## src/rtl/datamem_arbiter_if.sv

```systemverilog
// Request/response bundle between one datamem master and the arbiter.
// Handshake: the master raises req with we/addr/wdata stable and holds all of them until
// ack; ack is a one-cycle pulse, and rdata/err are meaningful only while ack is high.
interface datamem_arbiter_if #(
  parameter int ADDR_WIDTH = 32,
  parameter int DATA_WIDTH = 32
);
  logic                  req;
  logic                  we;
  logic [ADDR_WIDTH-1:0] addr;
  logic [DATA_WIDTH-1:0] wdata;
  logic                  ack;
  logic [DATA_WIDTH-1:0] rdata;
  logic                  err;

  modport master (output req, we, addr, wdata, input ack, rdata, err);
  modport slave  (input req, we, addr, wdata, output ack, rdata, err);
endinterface

```

## src/rtl/datamem_arbiter.sv

```systemverilog
// Round-robin two-master arbiter for the single-port datamem: latch one transaction,
// issue exactly one memory cycle, then acknowledge the granted master.
module datamem_arbiter #(
  parameter int ADDR_WIDTH = 32,
  parameter int DATA_WIDTH = 32,
  parameter int MEM_BYTES  = 2048
) (
  input  logic                  clk,
  input  logic                  nrst,
  datamem_arbiter_if.slave      m0,
  datamem_arbiter_if.slave      m1,
  output logic [ADDR_WIDTH-1:0] data_addr,
  output logic                  mem_write,
  output logic                  mem_read,
  output logic [DATA_WIDTH-1:0] data_in,
  input  logic [DATA_WIDTH-1:0] data_out,
  output logic [1:0]            fsm_state
);

  typedef enum logic [1:0] {
    IDLE   = 2'd0,
    ACCESS = 2'd1,
    RESP   = 2'd2
  } state_t;

  localparam logic [ADDR_WIDTH-1:0] MAX_ADDR = ADDR_WIDTH'(MEM_BYTES - 4);

  state_t state, state_next;

  logic                  last_grant;
  logic                  grant_valid;
  logic                  grant_id;
  logic                  sel_we;
  logic [ADDR_WIDTH-1:0] sel_addr;
  logic [DATA_WIDTH-1:0] sel_wdata;
  logic                  sel_ok;

  logic                  lat_id;
  logic                  lat_we;
  logic                  lat_ok;
  logic [ADDR_WIDTH-1:0] lat_addr;
  logic [DATA_WIDTH-1:0] lat_wdata;
  logic [DATA_WIDTH-1:0] rdata_q;

  // On a tie the master that did not win last time is granted.
  always_comb begin
    grant_valid = m0.req | m1.req;
    grant_id    = (m0.req && m1.req) ? ~last_grant : m1.req;
    sel_we      = grant_id ? m1.we    : m0.we;
    sel_addr    = grant_id ? m1.addr  : m0.addr;
    sel_wdata   = grant_id ? m1.wdata : m0.wdata;
    sel_ok      = (sel_addr[1:0] == 2'b00) && (sel_addr <= MAX_ADDR);
  end

  always_ff @(posedge clk or negedge nrst) begin
    if (!nrst) begin
      state <= IDLE;
    end else begin
      state <= state_next;
    end
  end

  always_comb begin
    state_next = state;
    case (state)
      IDLE:    if (grant_valid) state_next = ACCESS;
      ACCESS:  state_next = RESP;
      RESP:    state_next = IDLE;
      default: state_next = IDLE;
    endcase
  end

  always_ff @(posedge clk or negedge nrst) begin
    if (!nrst) begin
      last_grant <= 1'b1;
      lat_id     <= 1'b0;
      lat_we     <= 1'b0;
      lat_ok     <= 1'b0;
      lat_addr   <= '0;
      lat_wdata  <= '0;
      rdata_q    <= '0;
    end else begin
      if (state == IDLE && grant_valid) begin
        last_grant <= grant_id;
        lat_id     <= grant_id;
        lat_we     <= sel_we;
        lat_ok     <= sel_ok;
        lat_addr   <= sel_addr;
        lat_wdata  <= sel_wdata;
        rdata_q    <= '0;
      end
      // Writes and rejected accesses hand back zero read data.
      if (state == ACCESS) begin
        rdata_q <= (lat_ok && !lat_we) ? data_out : '0;
      end
    end
  end

  always_comb begin
    data_addr = '0;
    mem_write = 1'b0;
    mem_read  = 1'b0;
    data_in   = '0;
    m0.ack    = 1'b0;
    m0.err    = 1'b0;
    m0.rdata  = '0;
    m1.ack    = 1'b0;
    m1.err    = 1'b0;
    m1.rdata  = '0;
    if (state == ACCESS && lat_ok) begin
      data_addr = lat_addr;
      mem_write = lat_we;
      mem_read  = ~lat_we;
      data_in   = lat_we ? lat_wdata : '0;
    end
    if (state == RESP) begin
      if (lat_id) begin
        m1.ack   = 1'b1;
        m1.err   = ~lat_ok;
        m1.rdata = rdata_q;
      end else begin
        m0.ack   = 1'b1;
        m0.err   = ~lat_ok;
        m0.rdata = rdata_q;
      end
    end
  end

  assign fsm_state = state;

endmodule
```

## src/flat_wrapper.sv

```systemverilog
// flat-port wrapper written by rule: the top's interface ports become plain ports
module datamem_arbiter_flat 
#(
  parameter int ADDR_WIDTH = 32,
  parameter int DATA_WIDTH = 32,
  parameter int MEM_BYTES  = 2048
)
  (clk, nrst, data_addr, mem_write, mem_read, data_in, data_out, fsm_state, m0_req, m0_we, m0_addr, m0_wdata, m0_ack, m0_rdata, m0_err, m1_req, m1_we, m1_addr, m1_wdata, m1_ack, m1_rdata, m1_err);
  datamem_arbiter_if #(.ADDR_WIDTH(ADDR_WIDTH), .DATA_WIDTH(DATA_WIDTH)) m0_i ();
  datamem_arbiter_if #(.ADDR_WIDTH(ADDR_WIDTH), .DATA_WIDTH(DATA_WIDTH)) m1_i ();
  input  logic clk;
  input  logic nrst;
  output logic [ADDR_WIDTH-1:0] data_addr;
  output logic mem_write;
  output logic mem_read;
  output logic [DATA_WIDTH-1:0] data_in;
  input  logic [DATA_WIDTH-1:0] data_out;
  output logic [1:0] fsm_state;
  input wire logic [$bits(m0_i.req)-1:0] m0_req;
  input wire logic [$bits(m0_i.we)-1:0] m0_we;
  input wire logic [$bits(m0_i.addr)-1:0] m0_addr;
  input wire logic [$bits(m0_i.wdata)-1:0] m0_wdata;
  output wire logic [$bits(m0_i.ack)-1:0] m0_ack;
  output wire logic [$bits(m0_i.rdata)-1:0] m0_rdata;
  output wire logic [$bits(m0_i.err)-1:0] m0_err;
  input wire logic [$bits(m1_i.req)-1:0] m1_req;
  input wire logic [$bits(m1_i.we)-1:0] m1_we;
  input wire logic [$bits(m1_i.addr)-1:0] m1_addr;
  input wire logic [$bits(m1_i.wdata)-1:0] m1_wdata;
  output wire logic [$bits(m1_i.ack)-1:0] m1_ack;
  output wire logic [$bits(m1_i.rdata)-1:0] m1_rdata;
  output wire logic [$bits(m1_i.err)-1:0] m1_err;
  assign m0_i.req = m0_req;
  assign m0_i.we = m0_we;
  assign m0_i.addr = m0_addr;
  assign m0_i.wdata = m0_wdata;
  assign m0_ack = m0_i.ack;
  assign m0_rdata = m0_i.rdata;
  assign m0_err = m0_i.err;
  assign m1_i.req = m1_req;
  assign m1_i.we = m1_we;
  assign m1_i.addr = m1_addr;
  assign m1_i.wdata = m1_wdata;
  assign m1_ack = m1_i.ack;
  assign m1_rdata = m1_i.rdata;
  assign m1_err = m1_i.err;
  datamem_arbiter #(.ADDR_WIDTH(ADDR_WIDTH), .DATA_WIDTH(DATA_WIDTH), .MEM_BYTES(MEM_BYTES)) u_core (.clk(clk), .nrst(nrst), .m0(m0_i), .m1(m1_i), .data_addr(data_addr), .mem_write(mem_write), .mem_read(mem_read), .data_in(data_in), .data_out(data_out), .fsm_state(fsm_state));
endmodule
```

## config.mk

```make
export PLATFORM = sky130hd
export DESIGN_NAME = datamem_arbiter_flat
export DESIGN_NICKNAME = d
export VERILOG_FILES = /design/src/rtl/datamem_arbiter_if.sv /design/src/rtl/datamem_arbiter.sv /design/src/flat_wrapper.sv
export SDC_FILE = /design/constraint.sdc
export NUM_CORES = 1
export LEC_CHECK = 0
export ABC_AREA = 1
export CAP_MARGIN = 40
export CORE_UTILIZATION = 30
export DETAILED_ROUTE_END_ITERATION = 8
export PLACE_DENSITY = 0.68
export RECOVER_POWER = 100
export SYNTH_ARGS = -nofsm -noshare
export SYNTH_HDL_FRONTEND = slang
export SYNTH_SLANG_ARGS = --single-unit
```

## constraint.sdc

```tcl
create_clock -name clk -period 1.4 [get_ports clk]
set_clock_uncertainty 0.15 [all_clocks]
set_input_delay 0.35 -clock clk [delete_from_list [all_inputs] [get_ports clk]]
set_output_delay 0.35 -clock clk [all_outputs]
set_load 0.1 [all_outputs]
```

---- Word level (Yosys, flattened, before mapping) ----
Index checks and enable logic that the tools add are counted.
storage, ports and cells
  logic and storage cells ................. 51
  input bits .............................. 166
  output and inout bits ................... 136
  register bits after elaboration ......... 102
operators by class
  $lt $le $gt $ge ......................... 1
  reduce and logical (&&, ||, !) cells .... 9
  eq/ne operators ......................... 3
  bitwise gates (word level) .............. 4
  muxes and demuxes ....................... 26
operators by type and width
  cell                                                    count
  2-to-1 mux 32 bit                                       12
  <= comparator 32 x 11 -> 1 bit (second input constant)  1
  2-to-1 mux 1 bit                                        12
  logical AND 1 bit                                       5
  zero test 2 bit                                         2
  one-hot mux 2 bit (2 select lines)                      1
  NOT 1 bit                                               3
  == test 2 x 1 -> 1 bit (second input constant)          1
  == test 2 bit (second input constant)                   1
  2-to-1 mux 2 bit                                        1
  != test 2 x 1 -> 1 bit (second input constant)          1
  nonzero test 2 bit                                      1
  zero test 1 bit                                         1
  OR 1 bit                                                1

---- Logic depth before layout (Yosys ltp) ----
  depth after elaboration ................. 5
  depth in mapped cells ................... 11
  depth with buffers taken out ............ 10

---- Worst setup path before layout ----
No wires, ideal clock.
  path kind ............................... flip-flop to output port
  start point ............................. reg u_core.state[1] (netlist: u_core.fsm_state[1])
  end point ............................... out m0_rdata[10]
  required time ........................... 900 ps
  stages on the path, launching flop included .. 8
  slack ................................... -3,481 ps
  arrival ................................. 4,381 ps
  path through ............................ dfrtp_1 inv_1 nor2_1 inv_1 nor2_1 inv_1 buf_1 nor2_1
between the ends
  cells in the longest elaborated chain, start to end .. 2
ends and longest elaborated chain
  item                    RTL line                source
  start, declared         datamem_arbiter.sv:28   state_t state, state_next;
  start signal, assigned  datamem_arbiter.sv:59   state <= state_next;
  == test 2 bit           datamem_arbiter.sv:116  if (state == RESP) begin
  2-to-1 mux 32 bit       datamem_arbiter.sv:116
  end, declared           flat_wrapper.sv:24      output wire logic [$bits(m0_i.rdata)-1:0] m0_rdata;
No other way between the ends.

---- Worst setup path after layout ----
  start point ............................. reg u_core.state[0] (netlist: u_core.fsm_state[0])
  end point ............................... out data_in[9]
between the ends
  cells in the longest elaborated chain, start to end .. 3
ends and longest elaborated chain
  item                    RTL line                source
  == test 2 x 1 -> 1 bit  datamem_arbiter.sv:110  if (state == ACCESS && lat_ok) begin
  logical AND 1 bit       datamem_arbiter.sv:110
  2-to-1 mux 32 bit       datamem_arbiter.sv:110
  end, declared           flat_wrapper.sv:16      output logic [DATA_WIDTH-1:0] data_in;
No other way between the ends.

==> results.py <==
metrics = {
    "global_routing": {
        "antenna_found_initial": 0,
        "gr-usage-all-layers": 0.2544,
        "grt_start_max_net_pins": 47,
        "grt_pass1_wl_um": 35170,
        "overflow": 0,
        "grt_pass1_vias": 6526,
    },
    "critical_path": {
        "worstReg2RegEnd": "u_core.lat_wdata[14]",
        "path_max_fanout": 7,
        "path_class": "register to primary output",
        "cp_top_family": "buffers and inverters",
        "cp_common_cell": "nor2_4",
        "end_kind": "primary output",
        "crit_required_ns": 0.90,
        "path_buf_inv": 4,
        "ff2ff_path_depth": 9,
        "reg2reg_from": "u_core.fsm_state[0]",
        "reg2reg_slack_ns": -0.39,
        "cpPeakStageDelay_ns": 0.45,
        "critPathArrivalTime_ns": 1.80,
        "crit_path_top_delay_cell": "dfrtp_4",
        "path_cells": "inv_4, nor2_4, nand2_4, nor2_4, inv_4, clkbuf_16, nor2_4, buf_12",
        "start_kind": "register",
    },
    "logic_synthesis": {
        "ys_dominant_reg_cell": "dfrtp_1",
        "synth_area_leader_cell": "dfrtp_1",
        "synth_common_cells": "nor2_1 (190), nand2_1 (115), inv_1 (105), dfrtp_1 (101), o21ai_0 (92)",
        "synthTopCellsByArea": "dfrtp_1 (48%), nor2_1 (14%), o21ai_0 (8.8%), nand2_1 (8.2%), inv_1 (7.5%)",
        "avgSynthCellArea_um2": 7.188,
        "synth_fp_nets": 895,
        "synth-seq-cells": 102,
        "syn_area_um2": 5240,
        "synth_edf_count": 0,
        "synth-async-reset-ratio": 1.000,
        "synth_most_common_cell": "nor2_1",
        "yosysTopAreaCellShare": 0.4823,
        "ys_seq_area_frac": 0.4873,
        "synth_cell_types": 20,
        "ys_warn_count": 0,
        "netlist_instances": 729,
    },
    "clock_network": {
        "cts_tree": "done",
        "cts.reportedPaths.clkPinSlew_ns": 0.07,
        "root_buffer": "clkbuf_16",
        "clock_latency_ns": 0.35,
        "clock_path_buffers": 2,
        "htreeDepth": 3,
        "cts.sinks": 102,
        "cts_inserted_buffers": 9,
    },
    "placed_design": {
        "dp_hpwl_um": 15380,
        "portBuffers": 301,
        "gp_congestion": 0.8723,
        "dpl_cell_area_um2": 11230,
    },
    "finish": {
        "stdcell_area_um2": 13310,
        "layout-drive-gt1-share": 0.4687,
        "seqCellArea_um2": 2561,
        "num-fill-cells": 971,
        "nets": 1279,
        "multi_input_area_um2": 3575,
        "num_antenna_cells": 0,
        "syn_to_final_growth_pct": 154.0,
    },
    "sta": {
        "grt_setup_unrepaired": "true",
        "setup_viol": 237,
        "fin_crit_ns": 2.297,
        "timing.final.ws_setup_ns": -0.8969,
        "period_share": 1.641,
        "hold_violations": 0,
        "tightest_slew_ns": 0.4661,
        "fmax_ghz": 0.4354,
        "max_slew_margin": 0.6893,
        "fin_hold_ws_ns": 0.3453,
        "final-max-slew-violation-count": 0,
    },
    "drt": {
        "final_antenna_net_count": 0,
        "first_iter_violations": 304,
        "vias": 6647,
        "wire_per_inst_um": 19.47,
        "drcViolationCount": 0,
        "wirelength_um": 26060,
        "firstDrtPassIters": 7,
        "via_per_inst": 4.968,
    },
    "pwr": {
        "power_density_nw_per_um2": 1277,
        "total_power_mw": 17.00,
        "ir_drop_mv": 0.8493,
        "p_leak_nw": 5.350,
    },
    "run_status": {
        "violations": "setup timing",
        "status": "complete, but fails checks",
    },
    "die": {
        "fp.dieH_um": 134.2,
        "coreArea_um2": 16820,
        "start_util": 0.3116,
        "dieArea_um2": 18000,
        "rows": 47,
        "die_w_um": 134.2,
        "io_pins": 302,
    },
    "worst_hold_path": {
        "worstHoldPathCells": 2,
        "hp-class": "register to register",
        "holdPathEnd": "u_core.last_grant",
        "hp-start": "u_core.last_grant",
    },
    "flow_run": {
        "max_cap_viol_count": 0,
    },
}
sequential cells by signal, indices dropped and copies added (netlist names):
signal and count:
u_core.lat_wdata 32, u_core.rdata_q 32, u_core.lat_we 1, u_core.lat_ok 1, u_core.last_grant 1, u_core.lat_addr 32
u_core.lat_id 1, u_core.fsm_state 2
metal layers:
metal	part of all wire	GRT usage	vias up	routed length, um
met5	0	0	-	0
met4	0.042	0.1286	0	1107
met3	0.065	0.04724	76	1686
met2	0.53	0.4502	309	13760
met1	0.36	0.2931	3204	9503
li1	-	-	3058	-
final cells by class:
class / instances / share of cell area
Inverter: 106 / 0.03178
Sequential cell: 102 / 0.1924
Tap cell: 220 / 0.02068
Clock buffer: 12 / 0.02002
Timing Repair Buffer: 420 / 0.4608
Multi-Input combinational cell: 474 / 0.2686
Clock inverter: 4 / 0.005735
logic make-up (layout without fill, tap and decap cells):
family | Yosys count | in the layout | share of synthesized area
DFF | 102 | 102 | 0.4873
buffers and inverters | 153 | 542 | 0.1196
AOI/OAI and AO/OA | 141 | 141 | 0.1447
and+or+nand+nor | 333 | 333 | 0.2483
timing repair:
item | in CTS | in global routing
endpoints found under the hold margin | 101 | 0
pin swaps | 11 | 52
cloned | 12 | 19
hold buffers | 1 | 0
gates resized for setup | 105 | 201
setup buffers | 16 | 26
endpoints found under the setup margin | 237 | 237
worst reg2reg max path: cells and delay by family, from the launching register on:
kind	cells	cell delay, ns
flip-flops	1	0.51
AO/OA/AOI/OAI	2	0.24
AND/OR/NAND/NOR	2	0.19
buffers and inverters	5	0.61
power breakdown:
group / switching [mW] / internal [mW]
clock network: 1.16 / 1.72
registers: 0.345 / 3.95
logic: 5.31 / 4.50
stage by stage:
| stage | instances | setup TNS, ns | util | worst slack, ns |
|---|---|---|---|---|
| 2_1_floorplan | 729 | -186.70 | - | -1.695 |
| 3_3_place_gp | 1260 | -116.43 | 0.6676 | -0.6321 |
| 5_1_grt | 1338 | -153.12 | 0.7913 | -0.9622 |
| 6_report | 1338 | -138.33 | 0.7913 | -0.8969 |
| 4_1_cts | 1305 | -157.69 | 0.7360 | -0.9052 |
| 3_5_place_dp | 1260 | -119.94 | 0.6676 | -0.6588 |
worst max path at each step:
stage                              from             endpoint  cells past startpoint
finish              u_core.fsm_state[0]           data_in[9]                      8
global route        u_core.fsm_state[0]           data_in[9]                      8
CTS                 u_core.fsm_state[0]          m0_rdata[0]                      7
detailed placement               m1_req  u_core.lat_wdata[5]                      6
global placement                 m0_req        u_core.lat_ok                     12
floorplan           u_core.fsm_state[1]          data_in[11]                      6
cells in the final DEF, fill, tap and decap left out, types with 2 or more instances in the layout:
cell type / synthesis / layout
o21ai_1: 5 / 48
clkdlybuf4s50_1: 0 / 163
o22ai_4: 0 / 6
clkbuf_16: 0 / 24
nand2_1: 115 / 84
dfrtp_4: 0 / 2
o22ai_2: 0 / 15
buf_16: 0 / 11
clkbuf_4: 0 / 2
o21ai_2: 0 / 43
nor2_1: 190 / 52
inv_4: 1 / 3
o22ai_1: 42 / 21
inv_1: 105 / 98
buf_6: 1 / 20
nand3_1: 21 / 21
nor2_2: 3 / 5
nor2_4: 1 / 137
o21ai_4: 0 / 3
buf_8: 0 / 6
buf_4: 5 / 43
inv_6: 0 / 3
bufinv_16: 0 / 2
o21ai_0: 92 / 3
dfrtp_1: 101 / 99
nand2_2: 1 / 27
buf_12: 0 / 157
clkbuf_8: 0 / 3
nand3b_1: 2 / 2
nand2_4: 0 / 5
inv_2: 0 / 2
Power figures use the tool's default switching activity.
